$ cat src/rtl/psg_pkg.sv
// ---------------------------------------------------------------------------
// psg_pkg
// Shared types and constants for the pair stream generator.
//   psg_state_t : FSM states (IDLE, EQ, GAP, DONE); EQ and GAP together form RUN
//   LFSR_SEED   : reset value of the optional pseudo-random value source
//   LFSR_TAPS   : Fibonacci tap mask for polynomial taps 8,6,5,4
//   PSG_W/PSG_CW: default operand width and count width
//   lfsr_next() : one Fibonacci shift of the 8-bit LFSR
// ---------------------------------------------------------------------------
package psg_pkg;

    typedef enum logic [1:0] {
        IDLE = 2'd0,
        EQ   = 2'd1,
        GAP  = 2'd2,
        DONE = 2'd3
    } psg_state_t;

    localparam logic [7:0] LFSR_SEED = 8'h01;
    localparam logic [7:0] LFSR_TAPS = 8'hB8;

    localparam int PSG_W  = 3;
    localparam int PSG_CW = 8;

    // Shift left; the new LSB is the XOR of the tapped bits (7,5,4,3).
    function automatic logic [7:0] lfsr_next(input logic [7:0] s);
        return {s[6:0], ^(s & LFSR_TAPS)};
    endfunction

endpackage

$ cat src/rtl/psg_lfsr.sv
// ---------------------------------------------------------------------------
// psg_lfsr
// 8-bit Fibonacci LFSR used as the pseudo-random value source of
// pair_stream_gen. Only present when PSG_LFSR_EN is defined.
//   clk   : system clock
//   reset : asynchronous active-high reset, loads LFSR_SEED
//   step  : advance the register by one shift this edge
//   q     : current LFSR state
// ---------------------------------------------------------------------------
`ifdef PSG_LFSR_EN
module psg_lfsr
    import psg_pkg::*;
(
    input  logic       clk,
    input  logic       reset,
    input  logic       step,
    output logic [7:0] q
);

    always_ff @(posedge clk or posedge reset) begin
        if (reset) begin
            q <= LFSR_SEED;
        end else if (step) begin
            q <= lfsr_next(q);
        end
    end

endmodule
`endif

$ cat src/rtl/pair_stream_gen.sv
// ---------------------------------------------------------------------------
// pair_stream_gen
// Drives a registered stream of W-bit operand pairs containing exactly
// `target` equal pairs, each followed (except the last) by `gap` unequal
// filler pairs. Optional macro PSG_LFSR_EN switches the value source from an
// incrementing counter to the low bits of an 8-bit LFSR.
//   clk    : system clock
//   reset  : asynchronous active-high reset
//   start  : one-cycle request, honoured only in IDLE
//   target : number of equal pairs, latched on an accepted start
//   gap    : filler pairs after each equal pair but the last, latched on start
//   x, y   : current operand pair
//   valid  : x/y carry a pair this cycle
//   busy   : high while the FSM is in EQ or GAP
//   done   : one-cycle pulse in the cycle after the last pair
//   sent   : equal pairs emitted so far in this run
// ---------------------------------------------------------------------------
module pair_stream_gen
    import psg_pkg::*;
#(
    parameter int W  = PSG_W,
    parameter int CW = PSG_CW
)
(
    input  logic          clk,
    input  logic          reset,
    input  logic          start,
    input  logic [CW-1:0] target,
    input  logic [1:0]    gap,
    output logic [W-1:0]  x,
    output logic [W-1:0]  y,
    output logic          valid,
    output logic          busy,
    output logic          done,
    output logic [CW-1:0] sent
);

    localparam logic [W-1:0] LSB_ONE = W'(1);

    psg_state_t    state;
    logic [CW-1:0] target_q;
    logic [1:0]    gap_q;
    logic [1:0]    gap_cnt;
    logic [W-1:0]  v;
    logic          emit;

    // The state names what is currently on x/y, so a new pair is registered
    // on every edge that starts a run, follows an equal pair that was not the
    // last one, or follows a filler pair.
    assign emit = ((state == IDLE) && start && (target != '0)) ||
                  ((state == EQ) && (sent != target_q)) ||
                  (state == GAP);

`ifdef PSG_LFSR_EN
    logic [7:0] lfsr_q;

    psg_lfsr u_lfsr (
        .clk   (clk),
        .reset (reset),
        .step  (emit),
        .q     (lfsr_q)
    );

    assign v = lfsr_q[W-1:0];
`else
    logic [W-1:0] value_cnt;

    // Free-running value source; cleared by reset only, so consecutive runs
    // continue where the previous one stopped.
    always_ff @(posedge clk or posedge reset) begin
        if (reset) begin
            value_cnt <= '0;
        end else if (emit) begin
            value_cnt <= value_cnt + LSB_ONE;
        end
    end

    assign v = value_cnt;
`endif

    // sent already counts the equal pair on the outputs, so "sent == target"
    // in EQ means that pair was the last one.
    always_ff @(posedge clk or posedge reset) begin
        if (reset) begin
            state    <= IDLE;
            target_q <= '0;
            gap_q    <= '0;
            gap_cnt  <= '0;
            x        <= '0;
            y        <= '0;
            valid    <= 1'b0;
            busy     <= 1'b0;
            done     <= 1'b0;
            sent     <= '0;
        end else begin
            case (state)
                IDLE: begin
                    if (start) begin
                        if (target != '0) begin
                            target_q <= target;
                            gap_q    <= gap;
                            sent     <= CW'(1);
                            x        <= v;
                            y        <= v;
                            valid    <= 1'b1;
                            busy     <= 1'b1;
                            state    <= EQ;
                        end else begin
                            sent  <= '0;
                            done  <= 1'b1;
                            state <= DONE;
                        end
                    end
                end
                EQ: begin
                    if (sent == target_q) begin
                        x     <= '0;
                        y     <= '0;
                        valid <= 1'b0;
                        busy  <= 1'b0;
                        done  <= 1'b1;
                        state <= DONE;
                    end else if (gap_q != 2'd0) begin
                        gap_cnt <= gap_q;
                        x       <= v;
                        y       <= v ^ LSB_ONE;
                        state   <= GAP;
                    end else begin
                        x    <= v;
                        y    <= v;
                        sent <= sent + 1'b1;
                    end
                end
                GAP: begin
                    if (gap_cnt == 2'd1) begin
                        x     <= v;
                        y     <= v;
                        sent  <= sent + 1'b1;
                        state <= EQ;
                    end else begin
                        gap_cnt <= gap_cnt - 2'd1;
                        x       <= v;
                        y       <= v ^ LSB_ONE;
                    end
                end
                DONE: begin
                    done  <= 1'b0;
                    state <= IDLE;
                end
                default: begin
                    state <= IDLE;
                end
            endcase
        end
    end

endmodule
$ cat config.mk
export PLATFORM = sky130hd
export DESIGN_NAME = pair_stream_gen
export DESIGN_NICKNAME = d
export VERILOG_FILES = /design/src/rtl/psg_pkg.sv /design/src/rtl/psg_lfsr.sv /design/src/rtl/pair_stream_gen.sv
export SDC_FILE = /design/constraint.sdc
export NUM_CORES = 1
export LEC_CHECK = 0
export BUFFER_PORTS_ARGS = -buffer_cell sky130_fd_sc_hd__buf_4
export CORE_MARGIN = 2
export CORE_UTILIZATION = 50
export DETAILED_ROUTE_END_ITERATION = 10
export GPL_TIMING_DRIVEN = 0
export PLACE_DENSITY_LB_ADDON = 0.05
export RECOVER_POWER = 25
export SLEW_MARGIN = 5
export SYNTH_ARGS = -nofsm -noshare
export SYNTH_HDL_FRONTEND = slang
export SYNTH_SLANG_ARGS = --single-unit
$ cat constraint.sdc
create_clock -name clk -period 2.2 [get_ports clk]
set_clock_uncertainty 0.2 [all_clocks]
set_input_delay 0.22 -clock clk [delete_from_list [all_inputs] [get_ports clk]]
set_output_delay 0.22 -clock clk [all_outputs]
set_load 0.05 [all_outputs]
---- Word level (Yosys, flattened, before mapping) ----
Index checks and enable logic that the tools add are counted.
Widths: inputs -> output; s select.
storage, ports and cells
  bits in registers ....................... 33
  input bits .............................. 13
  output and inout bits ................... 17
  logic and storage cells ................. 81
cells by class
  add/sub/neg operators ................... 3
  equal/unequal tests ..................... 16
  multiplexer cells ....................... 32
  bitwise operators ....................... 1
  reductions and logical operators ........ 19
operator list
  kind                 number
  $mux 8               4
  $pmux 8 s3           1
  $pmux 3 s3           2
  $mux 2               8
  $mux 3               4
  $reduce_and 4->1     3
  $ne 2x2->1 const B   5
  $mux 1               9
  $reduce_and 3->1     3
  $add 8x1->8 const B  1
  $eq 8x8->1           1
  $ne 2x1->1 const B   4
  $ne 8x8->1           1
  $pmux 2 s4           1
  $reduce_bool 8->1    1
  $reduce_bool 2->1    3
  $reduce_bool 3->1    2
  $reduce_and 5->1     1
  $eq 2x1->1 const B   2
  $eq 2x2->1 const B   2
  $pmux 2 s2           1
  $add 3x1->3 const B  1
  $logic_and 1x1->1    3
  $ne 3x1->1 const B   1
  other kinds (6)      7

---- Longest topological paths before layout ----
  depth after elaboration ................. 5
  depth in mapped cells ................... 9
  depth with buffers taken out ............ 7

---- Worst setup path before layout ----
No wires, ideal clock.
  path kind ............................... reg2reg
  from .................................... reg state[0]
  to ...................................... reg sent[5]
  arrival time ............................ 1,944 ps
  setup slack ............................. -48 ps
  cell stages (with the launch flop) ...... 9
  clock period less this slack ............ 2,248 ps
  path through ............................ dfrtp_1 -> inv_1 -> ha_1 -> buf_6 -> nor2b_4 -> a2111oi_4 -> o31ai_1 -> or2_4 -> o41ai_2
on the way
  longest elaborated chain between the ends .. 3
RTL lines
  item                                                       line                    text
  start, declared                                            pair_stream_gen.sv:40   psg_state_t state;
  start signal, assigned                                     pair_stream_gen.sv:85   state <= IDLE;
  start signal, assigned                                     pair_stream_gen.sv:107  state <= EQ;
  start signal, assigned                                     pair_stream_gen.sv:111  state <= DONE;
  $eq 2x2->1, or another cell as far along                   pair_stream_gen.sv:96   case (state)
  $ne 2x1->1 (no source line), or another cell as far along  n/a
  $reduce_and 5->1 (no source line)                          n/a
  end signal, assigned                                       pair_stream_gen.sv:131  sent <= sent + 1'b1;
  end signal, assigned                                       pair_stream_gen.sv:138  sent <= sent + 1'b1;
  end, declared                                              pair_stream_gen.sv:35   output logic [CW-1:0] sent
Several ways; a longest one is shown, not always the timed one.
A chain may end at the register's enable or synchronous reset.

---- Worst setup path after layout ----
  from .................................... reg state[0]
  to ...................................... reg sent[6]
The elaborated chain is that of the path after synthesis.

==> flow_metrics.py <==
metrics = {
    "critical_path": {
        "worstPathRequired_ns": 2.19,
        "r2r_setup_slack_ns": 0.02,
        "critPathCaptureType": "register",
        "cp_max_fo": 6,
        "cp-start-kind": "register",
        "timing.rr.end": "sent[6]",
        "critical_path_arrival_ns": 2.17,
        "criticalPathCategory": "register to register",
        "reg2reg_depth": 6,
        "r2r-start": "state[0]",
    },
    "drt": {
        "wirelength_mm": 4.22,
        "drtIter0Drc": 89,
        "final_antenna_net_count": 0,
        "vias": 1527,
        "via_per_inst": 5.53,
        "drc": 0,
        "wl_per_cell_um": 15.3,
        "drt_pass1_iterations": 4,
    },
    "clock_tree": {
        "numClockSinks": 33,
        "clk_latency_ns": 0.28,
        "clk_pin_slew_ns": 0.07,
        "numCtsBuffers": 5,
        "tritoncts": "done",
        "clockBufferDepth": 2,
        "cts_max_level": 2,
        "clock-root-buffer": "clkbuf_8",
    },
    "run": {
        "maxCapViolCount": 0,
    },
    "global_route": {
        "met3_usage_pct": 5.38,
        "grt_use_total_pct": 22.0,
        "antenna_found_initial": 0,
        "grt_pass1_wl_mm": 6.90,
        "grt_use_met1_pct": 26.1,
        "overflow": 0,
        "grt_pass1_vias": 1457,
        "top_usage_layer": "met2",
        "grt_max_degree": 34,
        "met2_usage_pct": 38.7,
    },
    "min_path": {
        "hp-start": "start",
        "hp-class": "primary input to register",
        "whs_endpoint": "done",
        "hold_depth": 4,
    },
    "synth": {
        "synth_seq_cells": 33,
        "yosysMostFrequentCell": "dfrtp_1",
        "netlist_area_mm2": 0.00185,
        "synthDistinctLibCells": 45,
        "synth-edff-count": 0,
        "synth_fp_nets": 201,
        "postSynthAreaPerCell_um2": 10.3,
        "ys_async_sr_fraction_pct": 100,
        "synth_seq_area_share_pct": 44.7,
        "synth_commonest_cells": "dfrtp_1 (33), nand2_1 (15), o21ai_0 (14)",
        "synth_top_area_share_pct": 44.7,
        "syn_inst": 180,
        "synth_ff_type": "dfrtp_1",
        "synth_warnings": 0,
        "synthTopCellsByArea": "dfrtp_1 (45%), mux2_2 (7.3%), ha_1 (5.4%), o21ai_0 (3.8%), xnor2_1 (3.8%)",
        "synth_top_area_cell": "dfrtp_1",
    },
    "floorplan": {
        "die_x_um": 64.8,
        "dieArea_mm2": 0.00420,
        "core_area_mm2": 0.00361,
        "start_util_pct": 51.2,
        "die_y_um": 64.8,
        "rows": 22,
        "io_pins": 30,
    },
    "pwr": {
        "leakagePower_nw": 1.02,
        "ir_drop_v": 0.00110,
        "power.density_mw_per_mm2": 1490,
    },
    "timing": {
        "setup_viol": 0,
        "fin_crit_sh_pct": 98.9,
        "maxSlewViolCount": 0,
        "grt_setup_unrepaired": "true",
        "fin_crit_ns": 2.18,
        "hold_violations": 0,
        "worst_pin_slew_ns": 1.24,
        "max_slew_margin_pct": 17.5,
        "clock.fmax_mhz": 459,
        "timing.hold.ws_ns": 0.157,
        "setup_ws_ns": 0.0235,
    },
    "finish": {
        "diodes": 0,
        "drive_gt1_share_pct": 28.1,
        "fill_cells": 315,
        "fin_nets": 248,
        "area_growth_pct": 27.2,
    },
    "placement": {
        "pre_cts_ws_ns": -0.167,
        "gp_congestion": 0.840,
        "numPortBuffers": 29,
        "dp_hpwl_mm": 2.97,
    },
    "run_status": {
        "status": "complete, no violations",
    },
}
==> power by group <==
group	internal [W]	switching (W)	total [W]
Combinational	0.000789	0.00111	0.00190
Sequential	0.000867	0.000222	0.00109
Clock	0.000283	0.000221	0.000504
Total	0.00194	0.00156	0.00350
==> flip-flops by register name, summed over array words and instances, names as in the netlist, 2 cells and up <==
register	cells
sent	8
target_q	8
v	3
x	3
y	3
gap_cnt	2
gap_q	2
state	2
==> cell usage in the layout, fill, tap and decap left out, types with 3 or more instances in the layout <==
master          n
clkbuf_1        8
mux2_2         12
a22o_1          4
nand3_1         7
dlygate4sd3_1  11
inv_1           6
mux2i_1         4
and2_1          3
a21oi_1         4
nand2_1        15
clkbuf_8        7
xnor2_1         8
dfrtp_1        32
buf_4          23
nor2_1         13
ha_1            7
o31ai_1         3
o21ai_0        11
o21ai_1         4
==> per-stage QoR <==
stage               total power [W]  util (%)  TNS (ns)  instance area (um^2)  instances
CTS                         0.00354      65.2         0                  2350        276
floorplan                   0.00251         -         0                  1850        180
finish                      0.00350      65.2         0                  2350        276
global placement            0.00291      59.1    -0.276                  2130        257
global route                0.00374      65.2    -0.231                  2350        276
detailed placement          0.00298      59.1    -0.815                  2130        257
==> worst max-delay path: stages (launching register included) <==
cell	delay, ns
dfrtp_2	0.43
buf_4	0.16
ha_1	0.27
a2111oi_4	0.35
o31ai_2	0.15
or2_4	0.30
o31ai_1	0.22
==> layout make-up <==
class | count | area, um^2 | share of cell area [%]
Clock buffer | 7 | 96.3 | 4.10
Sequential cell | 33 | 827 | 35.2
Tap cell | 48 | 60.1 | 2.56
Inverter | 9 | 33.8 | 1.44
Clock inverter | 1 | 5.00 | 0.213
Buffer | 5 | 40.0 | 1.70
Multi-Input combinational cell | 131 | 975 | 41.5
Timing Repair Buffer | 42 | 313 | 13.3
==> metal layers <==
layer / vias to the layer above / share of wire, %
li1: 735 / -
met1: 746 / 43
met2: 44 / 52
met3: 2 / 4.4
met4: 0 / 0.43
met5: - / 0
==> worst max path at each step <==
| stage | startpoint | end |
|---|---|---|
| after floorplan | state[0] | sent[5] |
| after global placement | state[0] | sent[5] |
| after detailed placement | state[1] | sent[5] |
| after CTS | state[0] | sent[5] |
| after global routing | state[0] | sent[5] |
| final | state[0] | sent[6] |
==> cells by family (layout without fill, tap and decap cells) <==
kind of cell	count (synthesis)	after routing	share of synthesized area, %
and+or+nand+nor	54	54	14.8
buffers and inverters	16	64	4.13
adders and majority gates	8	8	5.42
AOI/OAI and AO/OA	42	42	16.1
muxes	17	17	10.1
xor gates and xnor gates	10	10	4.74
DFF	33	33	44.7
==> timing repair <==
item | in CTS | in global routing
endpoints found under the hold margin | 10 | 33
setup buffers | 2 | 0
gates resized for setup | 4 | 7
endpoints found under the setup margin | 14 | 22
hold buffers | 10 | 1
pin swaps | 4 | 0
Note: power is estimated with default switching activity, not from simulation.
